==> src/rtl/ygr_xfer_pkg.sv <==
// ygr_xfer_pkg: shared types and elaboration helpers for the transfer FIFO.
//   xfer_state_t : DREQ state machine encoding (IDLE, REQ, GAP)
//   level_width  : bit width needed to hold an occupancy of 0..depth
//   cfg_ok       : parameter legality check used at elaboration time
package ygr_xfer_pkg;

    typedef enum logic [1:0] {
        IDLE = 2'd0,
        REQ  = 2'd1,
        GAP  = 2'd2
    } xfer_state_t;

    function automatic int level_width(input int depth);
        return $clog2(depth) + 1;
    endfunction

    function automatic bit cfg_ok(input int depth, input int burst,
                                  input int dreq_lo, input int gap);
        return (depth >= 4) && ((depth & (depth - 1)) == 0) &&
               (burst >= 1) && (burst <= depth) &&
               (dreq_lo < depth) && (gap >= 1);
    endfunction

endpackage

==> src/rtl/ygr_xfer_ram.sv <==
// ygr_xfer_ram: DEPTH x DW storage, one synchronous write port and one
// asynchronous read port (distributed RAM). Contents are never reset.
//   clk   : write clock
//   we    : write enable
//   waddr : write address
//   wdata : write data
//   raddr : read address
//   rdata : read data, combinational from raddr
module ygr_xfer_ram #(
    parameter int DW    = 16,
    parameter int DEPTH = 8
) (
    input  logic                     clk,
    input  logic                     we,
    input  logic [$clog2(DEPTH)-1:0] waddr,
    input  logic [DW-1:0]            wdata,
    input  logic [$clog2(DEPTH)-1:0] raddr,
    output logic [DW-1:0]            rdata
);

    logic [DW-1:0] mem_r [DEPTH];

    // Synchronous write port
    always_ff @(posedge clk) begin
        if (we) begin
            mem_r[waddr] <= wdata;
        end
    end

    assign rdata = mem_r[raddr];

endmodule

==> src/rtl/ygr_xfer_fifo.sv <==
// ygr_xfer_fifo: parametrised SH-2 -> A-bus transfer FIFO.
// Writer: CPU strobe or DMA write on a DACK rising edge (sampled on CE).
// Reader: A-bus pop strobe with wait generation while empty.
//   CLK, RST_N       : clock, asynchronous active-low reset
//   CE               : writer-side enable for DACK sampling and the DREQ FSM
//   CLR              : synchronous flush (highest priority)
//   EN               : transfer enable
//   CPU_WR, CPU_D    : CPU write strobe and data
//   DACK, DMA_D      : DMA acknowledge level and data
//   RD_SEL, RD_STB   : A-bus register select and pop strobe
//   RD_Q, RD_WAIT    : show-ahead head entry and A-bus wait
//   DREQ_N           : DMA request, active-low
//   LEVEL/FULL/EMPTY : registered occupancy status
//   OVF, UDF         : sticky overflow / underflow
module ygr_xfer_fifo #(
    parameter int DW      = 16,
    parameter int DEPTH   = 8,
    parameter int DREQ_LO = DEPTH / 2,
    parameter int BURST   = 4,
    parameter int GAP     = 2
) (
    input  logic                   CLK,
    input  logic                   RST_N,
    input  logic                   CE,
    input  logic                   CLR,
    input  logic                   EN,
    input  logic                   CPU_WR,
    input  logic [DW-1:0]          CPU_D,
    input  logic                   DACK,
    input  logic [DW-1:0]          DMA_D,
    input  logic                   RD_SEL,
    input  logic                   RD_STB,
    output logic [DW-1:0]          RD_Q,
    output logic                   RD_WAIT,
    output logic                   DREQ_N,
    output logic [$clog2(DEPTH):0] LEVEL,
    output logic                   FULL,
    output logic                   EMPTY,
    output logic                   OVF,
    output logic                   UDF
);

    import ygr_xfer_pkg::*;

    localparam int AW = $clog2(DEPTH);
    localparam int LW = level_width(DEPTH);
    localparam int BW = $clog2(BURST + 1);
    localparam int GW = $clog2(GAP + 1);

    localparam logic [LW-1:0] DEPTH_V   = LW'(DEPTH);
    localparam logic [LW-1:0] DREQ_LO_V = LW'(DREQ_LO);
    localparam logic [BW-1:0] BURST_V   = BW'(BURST);
    localparam logic [GW-1:0] GAP_LAST  = GW'(GAP - 1);

    if (!cfg_ok(DEPTH, BURST, DREQ_LO, GAP)) begin : g_bad_cfg
        $error("ygr_xfer_fifo: illegal DEPTH/BURST/DREQ_LO/GAP combination");
    end

    logic [AW-1:0]  wr_ptr_r, rd_ptr_r;
    logic [LW-1:0]  level_r;
    logic           full_r, empty_r, ovf_r, udf_r;
    logic           dack_old_r, dreq_n_r;
    xfer_state_t    state_r;
    logic [BW-1:0]  bcnt_r;
    logic [GW-1:0]  gcnt_r;

    logic           dma_edge_s, wa_s, coll_s, pop_s, wr_ok_s, dma_acc_s;
    logic           ram_we_s;
    logic [DW-1:0]  wr_data_s, rd_data_s;
    logic [LW-1:0]  level_nxt_s;
    logic [BW-1:0]  bcnt_inc_s;

    // Write/pop qualification and next occupancy
    always_comb begin
        dma_edge_s = CE & DACK & ~dack_old_r;
        wa_s       = EN & (CPU_WR | dma_edge_s);
        coll_s     = EN & CPU_WR & dma_edge_s;
        pop_s      = RD_STB & ~empty_r;
        // A full FIFO still accepts a write when the same cycle frees a slot
        wr_ok_s    = wa_s & (~full_r | pop_s);
        // CPU wins a collision, so only a write without CPU_WR is a DMA word
        dma_acc_s  = wr_ok_s & ~CPU_WR;
        ram_we_s   = wr_ok_s & ~CLR;
        bcnt_inc_s = bcnt_r + {{(BW-1){1'b0}}, 1'b1};
        if (CPU_WR) begin
            wr_data_s = CPU_D;
        end else begin
            wr_data_s = DMA_D;
        end
        level_nxt_s = level_r;
        if (wr_ok_s && !pop_s) begin
            level_nxt_s = level_r + {{(LW-1){1'b0}}, 1'b1};
        end else if (pop_s && !wr_ok_s) begin
            level_nxt_s = level_r - {{(LW-1){1'b0}}, 1'b1};
        end else begin
            level_nxt_s = level_r;
        end
    end

    // DACK history for rising-edge detection, advanced only on CE
    always_ff @(posedge CLK or negedge RST_N) begin
        if (!RST_N) begin
            dack_old_r <= 1'b0;
        end else if (CE) begin
            dack_old_r <= DACK;
        end
    end

    // Pointers, occupancy and sticky error flags
    always_ff @(posedge CLK or negedge RST_N) begin
        if (!RST_N) begin
            wr_ptr_r <= {AW{1'b0}};
            rd_ptr_r <= {AW{1'b0}};
            level_r  <= {LW{1'b0}};
            full_r   <= 1'b0;
            empty_r  <= 1'b1;
            ovf_r    <= 1'b0;
            udf_r    <= 1'b0;
        end else if (CLR) begin
            wr_ptr_r <= {AW{1'b0}};
            rd_ptr_r <= {AW{1'b0}};
            level_r  <= {LW{1'b0}};
            full_r   <= 1'b0;
            empty_r  <= 1'b1;
            ovf_r    <= 1'b0;
            udf_r    <= 1'b0;
        end else begin
            if (wr_ok_s) begin
                wr_ptr_r <= wr_ptr_r + {{(AW-1){1'b0}}, 1'b1};
            end
            if (pop_s) begin
                rd_ptr_r <= rd_ptr_r + {{(AW-1){1'b0}}, 1'b1};
            end
            level_r <= level_nxt_s;
            full_r  <= (level_nxt_s == DEPTH_V);
            empty_r <= (level_nxt_s == {LW{1'b0}});
            if ((wa_s && full_r && !pop_s) || coll_s) begin
                ovf_r <= 1'b1;
            end
            if (RD_STB && empty_r) begin
                udf_r <= 1'b1;
            end
        end
    end

    // DREQ state machine: CLR and EN act every clock, the rest only on CE
    always_ff @(posedge CLK or negedge RST_N) begin
        if (!RST_N) begin
            state_r  <= ygr_xfer_pkg::IDLE;
            dreq_n_r <= 1'b1;
            bcnt_r   <= {BW{1'b0}};
            gcnt_r   <= {GW{1'b0}};
        end else if (CLR || !EN) begin
            state_r  <= ygr_xfer_pkg::IDLE;
            dreq_n_r <= 1'b1;
        end else if (CE) begin
            case (state_r)
                ygr_xfer_pkg::IDLE: begin
                    if (level_r <= DREQ_LO_V) begin
                        state_r  <= ygr_xfer_pkg::REQ;
                        bcnt_r   <= {BW{1'b0}};
                        dreq_n_r <= 1'b0;
                    end
                end
                ygr_xfer_pkg::REQ: begin
                    if ((dma_acc_s && (bcnt_inc_s == BURST_V)) || full_r) begin
                        state_r  <= ygr_xfer_pkg::GAP;
                        gcnt_r   <= {GW{1'b0}};
                        dreq_n_r <= 1'b1;
                    end else if (dma_acc_s) begin
                        bcnt_r <= bcnt_inc_s;
                    end
                end
                ygr_xfer_pkg::GAP: begin
                    if (gcnt_r == GAP_LAST) begin
                        state_r <= ygr_xfer_pkg::IDLE;
                    end else begin
                        gcnt_r <= gcnt_r + {{(GW-1){1'b0}}, 1'b1};
                    end
                end
                default: begin
                    state_r  <= ygr_xfer_pkg::IDLE;
                    dreq_n_r <= 1'b1;
                end
            endcase
        end
    end

    ygr_xfer_ram #(
        .DW    (DW),
        .DEPTH (DEPTH)
    ) u_ram (
        .clk   (CLK),
        .we    (ram_we_s),
        .waddr (wr_ptr_r),
        .wdata (wr_data_s),
        .raddr (rd_ptr_r),
        .rdata (rd_data_s)
    );

    // Head is masked while empty so stale storage never reaches the bus
    assign RD_Q    = empty_r ? {DW{1'b0}} : rd_data_s;
    assign RD_WAIT = RD_SEL & empty_r;
    assign DREQ_N  = dreq_n_r;
    assign LEVEL   = level_r;
    assign FULL    = full_r;
    assign EMPTY   = empty_r;
    assign OVF     = ovf_r;
    assign UDF     = udf_r;

endmodule

==> config.mk <==
export PLATFORM = sky130hd
export DESIGN_NAME = ygr_xfer_fifo
export DESIGN_NICKNAME = d
export VERILOG_FILES = /design/src/rtl/ygr_xfer_pkg.sv /design/src/rtl/ygr_xfer_ram.sv /design/src/rtl/ygr_xfer_fifo.sv
export SDC_FILE = /design/constraint.sdc
export NUM_CORES = 1
export LEC_CHECK = 0
export ABC_AREA = 1
export BUFFER_PORTS_ARGS = -buffer_cell sky130_fd_sc_hd__buf_2
export CAP_MARGIN = 0
export CORE_MARGIN = 3
export CORE_UTILIZATION = 45
export DETAILED_ROUTE_END_ITERATION = 12
export PLACE_DENSITY = 0.66
export SLEW_MARGIN = 20
export SYNTH_ARGS = -nofsm -noshare
export SYNTH_HDL_FRONTEND = slang
export SYNTH_HIERARCHICAL = 1
export SYNTH_SLANG_ARGS = --single-unit
==> constraint.sdc <==
create_clock -name CLK -period 2 [get_ports CLK]
set_input_delay 0.1 -clock CLK [delete_from_list [all_inputs] [get_ports CLK]]
set_output_delay 0.1 -clock CLK [all_outputs]
set_load 0.01 [all_outputs]
Word-level counts from Yosys, hierarchy flattened. Memories as Yosys holds them, arrays and structs flattened. Index checks and enable logic that the tools add are counted.

Bits in registers: 23. Memory bits (writable): 128. Logic and storage cells: 112. Memories kept: 1.

$add $sub $neg: 6. Magnitude comparators: 1. Equal/unequal tests: 14. Multiplexer cells: 35. Bitwise gates (word level): 18. Reductions and logical operators: 25.

Memories: u_ram.mem_r (words 8, bits a word 16, read ports 1, clocked after Yosys merged registers in 0, write ports 1, line ygr_xfer_ram.sv:21) `logic [DW-1:0] mem_r [DEPTH];`.

Operators by type and width (count): $mux W16 (2); $mux W3 (7); $mux W2 (7); $reduce_bool A2 Y1 (7); $mux W1 (12); $mux W4 (3); $ne A2 B2 Y1 const B (6); $and A1 B1 Y1 (10); $add A3 B1 Y3 const B (3); $ne A3 B3 Y1 const B (3); $reduce_and A4 Y1 (2); $logic_and A1 B1 Y1 (6); $not A1 Y1 (6); $pmux W2 S3 (1); $pmux W3 S2 (1); $reduce_and A6 Y1 (1); $reduce_and A5 Y1 (1); $add A4 B1 Y4 const B (1); $eq A2 B1 Y1 const B (2); $eq A4 B4 Y1 const B (1); $le A4 B3 Y1 const B (1); $logic_not A4 Y1 (1); $pmux W2 S2 (1); $sub A4 B1 Y4 const B (1); other kinds (8) (13).

Longest topological paths before layout.
Depth after elaboration: 12. Depth in mapped cells: 10.

Modules after synthesis. The synthesis kept the hierarchy.

Modules (own cells, without submodules): ygr_xfer_ram (times used 1, cells each 571, area each 5669.2 µm²); ygr_xfer_fifo (times used 1, cells each 256, area each 1722.9 µm²).

Worst setup path after synthesis. OpenSTA, ideal clock, no wires.

Kind: flip-flop to flip-flop. From: register empty_r, in the netlist EMPTY. To: memory u_ram.mem_r[1][0] (enable). Arrival time: 1.853 ns. Path slack: -0.241 ns. Stages on the path, launching flop included: 9. Path buffers: 1. Cell sequence: dfstp_2 > buf_6 > nor2_8 > inv_4 > nand2_2 > nand2_1 > nor2_2 > nand2_1 > nor2_1.

Longest elaborated chain between the ends: 7.

RTL lines: from (decl) (line ygr_xfer_fifo.sv:61) `logic full_r, empty_r, ovf_r, udf_r;`; from (signal assigned) (line ygr_xfer_fifo.sv:136) `empty_r <= (level_nxt_s == {LW{1'b0}});`; $not A1 Y1 (line ygr_xfer_fifo.sv:78) `pop_s = RD_STB & ~empty_r;`; $and A1 B1 Y1 (line ygr_xfer_fifo.sv:78); $or A1 B1 Y1 (line ygr_xfer_fifo.sv:80) `wr_ok_s = wa_s & (~full_r | pop_s);`; $and A1 B1 Y1 (line ygr_xfer_fifo.sv:80); $and A1 B1 Y1 (line ygr_xfer_fifo.sv:83) `ram_we_s = wr_ok_s & ~CLR;`; via ram_we_s (line ygr_xfer_fifo.sv:68) `logic ram_we_s;`; $mux W1 (line ygr_xfer_ram.sv:25) `if (we) begin`; $mux W1 (not written as such) (line ygr_xfer_ram.sv:26) `mem_r[waddr] <= wdata;`; to (decl) (line ygr_xfer_ram.sv:21).

The timed path passes the listed nets, and every way through them passes these cells.

Worst setup path in the final report.
From: register rd_ptr_r[0]. To: output port RD_Q[6].

Longest elaborated chain between the ends: 2.

RTL lines: from (decl) (line ygr_xfer_fifo.sv:59) `logic [AW-1:0] wr_ptr_r, rd_ptr_r;`; from (signal assigned) (line ygr_xfer_fifo.sv:113) `rd_ptr_r <= {AW{1'b0}};`; from (signal assigned) (line ygr_xfer_fifo.sv:121) `rd_ptr_r <= {AW{1'b0}};`; from (signal assigned) (line ygr_xfer_fifo.sv:132) `rd_ptr_r <= rd_ptr_r + {{(AW-1){1'b0}}, 1'b1};`; $mem_v2 Z8 W16; via rd_data_s[6] (line ygr_xfer_fifo.sv:69) `logic [DW-1:0] wr_data_s, rd_data_s;`; $mux W16 (line ygr_xfer_fifo.sv:202) `assign RD_Q = empty_r ? {DW{1'b0}} : rd_data_s;`; to (decl) (line ygr_xfer_fifo.sv:33) `output logic [DW-1:0] RD_Q,`.

The timed path passes the listed nets, and every way through them passes these cells.

==> impl_metrics.py <==
metrics = {
    "run_status": {
        "status": "complete, no violations",
    },
    "job": {
        "maxCapViolations": 0,
    },
    "logic_synthesis": {
        "netlist_instances": 827,
        "syn_nets": 875,
        "ys_ff_latch": 151,
        "synth_edf_count": 128,
        "async_flop_share_pct": 15.2,
        "ys.warnings.count": 6,
        "synth_ff_type": "edfxtp_1",
        "synth.distinct_cells": 33,
        "syn-mean-instance-area_um2": 8.94,
        "synth_area_mm2": 0.00739,
        "seq_area_frac_synth_pct": 59.8,
    },
    "floorplanning": {
        "io_pins": 67,
        "start_util_pct": 46.2,
        "dieWidth_um": 134,
        "chipHeight_um": 134,
        "rows": 46,
        "coreArea_mm2": 0.0160,
        "dieArea_mm2": 0.0180,
    },
    "global_routing": {
        "groute.usage.overall_pct": 19.6,
        "antenna_found_initial": 0,
        "grt_max_degree": 67,
        "grt_pass1_wl_mm": 27.0,
        "gr-total-overflow": 0,
        "grt_pass1_vias": 5267,
    },
    "placement": {
        "place_hpwl_mm": 11.3,
        "dp_slack_ps": 130,
        "gp_congestion": 0.826,
        "place_area_mm2": 0.00801,
        "io_buffers": 66,
    },
    "worst_setup_path": {
        "slowest_stage": "dfrtp_2",
        "cp.required_ps": 1900,
        "end_kind": "output port",
        "crit_chain": "clkinv_4, clkbuf_16, nand2_1, nand3_1, nand2_1, nand2_1, nand2_1, inv_1, nor2_1, buf_2",
        "cp_data_arrival_time_ps": 1860,
        "slowest_delay_ps": 430,
        "crit_fanout": 16,
        "crit_type": "reg2out",
        "critPathLaunchType": "register",
        "cpMostUsedCell": "nand2_1",
    },
    "layout": {
        "fin_area_mm2": 0.00894,
        "fill_cells": 1447,
        "diodes": 0,
        "layout_common_cells": "nand2_1 (294), inv_1 (168), edfxtp_1 (128), buf_2 (66), nand3_1 (64)",
        "final_common_cell": "nand2_1",
        "nNetsFinal": 975,
        "layout-drive-gt1-share_pct": 19.3,
        "area_growth_pct": 21.0,
    },
    "pwr": {
        "leakagePower_uw": 0.00437,
        "power-per-cell-area_mw_per_mm2": 995,
        "power_uw": 8900,
        "ir_worst_vdd_mv": 0.588,
    },
    "timing": {
        "drv_slew": 0,
        "tightest_slew_ps": 558,
        "grt_setup_unrepaired": "yes",
        "layout_setup_ws_ps": 38.1,
        "fin_worst_skew_ps": 6.38,
        "hold_viol": 0,
        "min_period_ps": 1960,
        "fmax_mhz": 510,
        "slew_headroom_pct": 62.8,
        "final-setup-viol-count": 0,
        "setup_tns_ps": 0,
        "fin_crit_sh_pct": 98.1,
    },
    "clocking": {
        "clkSinkCount": 151,
        "clk_path_buf_depth": 2,
        "path_clk_slew_ps": 60,
        "clkLatencyLatePin_ps": 420,
        "clockRootBuffer": "clkbuf_16",
        "cts_buffers": 17,
        "cts_tree": "built",
        "htree_levels": 4,
    },
    "routing": {
        "ant_nets": 0,
        "wire_per_inst_um": 16.1,
        "drt-pass1-iter-count": 5,
        "num_vias": 5573,
        "drc": 0,
        "routed_wl_mm": 18.7,
        "drt_iter0_drc": 463,
        "via_per_inst": 4.82,
    },
    "min_path": {
        "hold_path_class": "in2reg",
    },
}
==> critical path: cells and delay by family, from the launching register on <==
family,cells,cell delay (ps)
simple gates,6,480
buf+inv,4,530
flops,1,430
==> area by class of cell <==
cell class	count	area, µm²	share of cell area (%)
clock buffer	17	425	4.76
timing repair buffer	110	843	9.43
tap	216	270	3.02
clock inverter	15	111	1.25
inverter	175	672	7.51
multi-input combinational	472	2200	24.6
sequential	151	4420	49.5
==> worst paths after layout <==
kind	from	endpoint	slack, ps	cells past startpoint
setup / recovery	rd_ptr_r[0]$_DFFE_PN0P_	RD_Q[6]	40	10
hold / removal	CE	dack_old_r$_DFFE_PN0P_	70	3
setup reg to reg	dack_old_r$_DFFE_PN0P_	u_ram/mem_r[1][14]$_DFFE_PP_	90	8
hold reg to reg	DREQ_N$_DFFE_PN1P_	DREQ_N$_DFFE_PN1P_	470	2
max in group asynchronous	RST_N	rd_ptr_r[0]$_DFFE_PN0P_	1380	2
min in group asynchronous	RST_N	LEVEL[1]$_DFF_PN0_	220	2
==> sequential cells by signal (all words and copies together) (netlist names) <==
register     flops
bcnt_r           3
OVF              1
DREQ_N           1
UDF              1
EMPTY            1
dack_old_r       1
wr_ptr_r         3
FULL             1
u_ram/mem_r    128
LEVEL            4
rd_ptr_r         3
gcnt_r           2
state_r          2
==> power breakdown <==
part | internal [µW] | leakage [µW] | switching, µW
Sequential | 3550 | 0.00146 | 90.9
Combinational | 881 | 0.00266 | 1480
Clock | 1680 | 0.000253 | 1210
==> per-layer routing <==
metal  GRT usage (%)  part of all wire, %  vias to the layer above
met2            32.5                   49                      210
li1                -                    -                     2766
met3            3.79                  6.2                       37
met1            25.3                   42                     2560
met5               0                    0                        -
met4            8.43                  2.8                        0
==> kinds of logic after synthesis <==
kind of cell / share of synthesized area (%)
DFF: 59.8
AOI/OAI and AO/OA: 1.79
buffers and inverters: 11.7
xor gates and xnor gates: 0.474
and+or+nand+nor: 25.0
adders and majority gates: 1.18
==> synthesized netlist by cell type, types with 2 or more instances <==
cell	instances	area, µm²
nor2_2	3	18.8
buf_6	9	101
buf_2	13	65.1
nand3_1	75	375
a21oi_1	6	30.0
xnor2_1	2	17.5
nand2_1	304	1140
clkbuf_1	2	7.51
nor2_1	36	135
inv_1	170	638
dfrtp_1	21	526
o21ai_0	7	35.0
xor2_1	2	17.5
nand3_2	3	30.0
dfstp_2	2	52.6
edfxtp_1	128	3840
ha_1	7	87.6
o21ai_1	8	40.0
nand2_2	3	18.8
nand4_1	7	43.8
inv_2	4	15.0
buf_4	4	30.0
==> metrics by stage <==
stage / utilization [%] / hold WS [ps] / std cells
after floorplan: - / -196 / 827
after global placement: 50.0 / 113 / 1106
after detailed placement: 50.0 / 118 / 1106
after CTS: 54.0 / 53.8 / 1144
after global routing: 55.9 / 76.1 / 1156
final: 55.9 / 72.7 / 1156
==> timing repair <==
action	CTS	global route
gates cloned	1	9
endpoints found under the hold margin	28	0
endpoints found under the setup margin	14	77
setup buffers	0	3
pin swaps	0	16
hold buffers	5	0
gates resized for setup	3	37
Note: power is estimated with default switching activity, not from simulation.
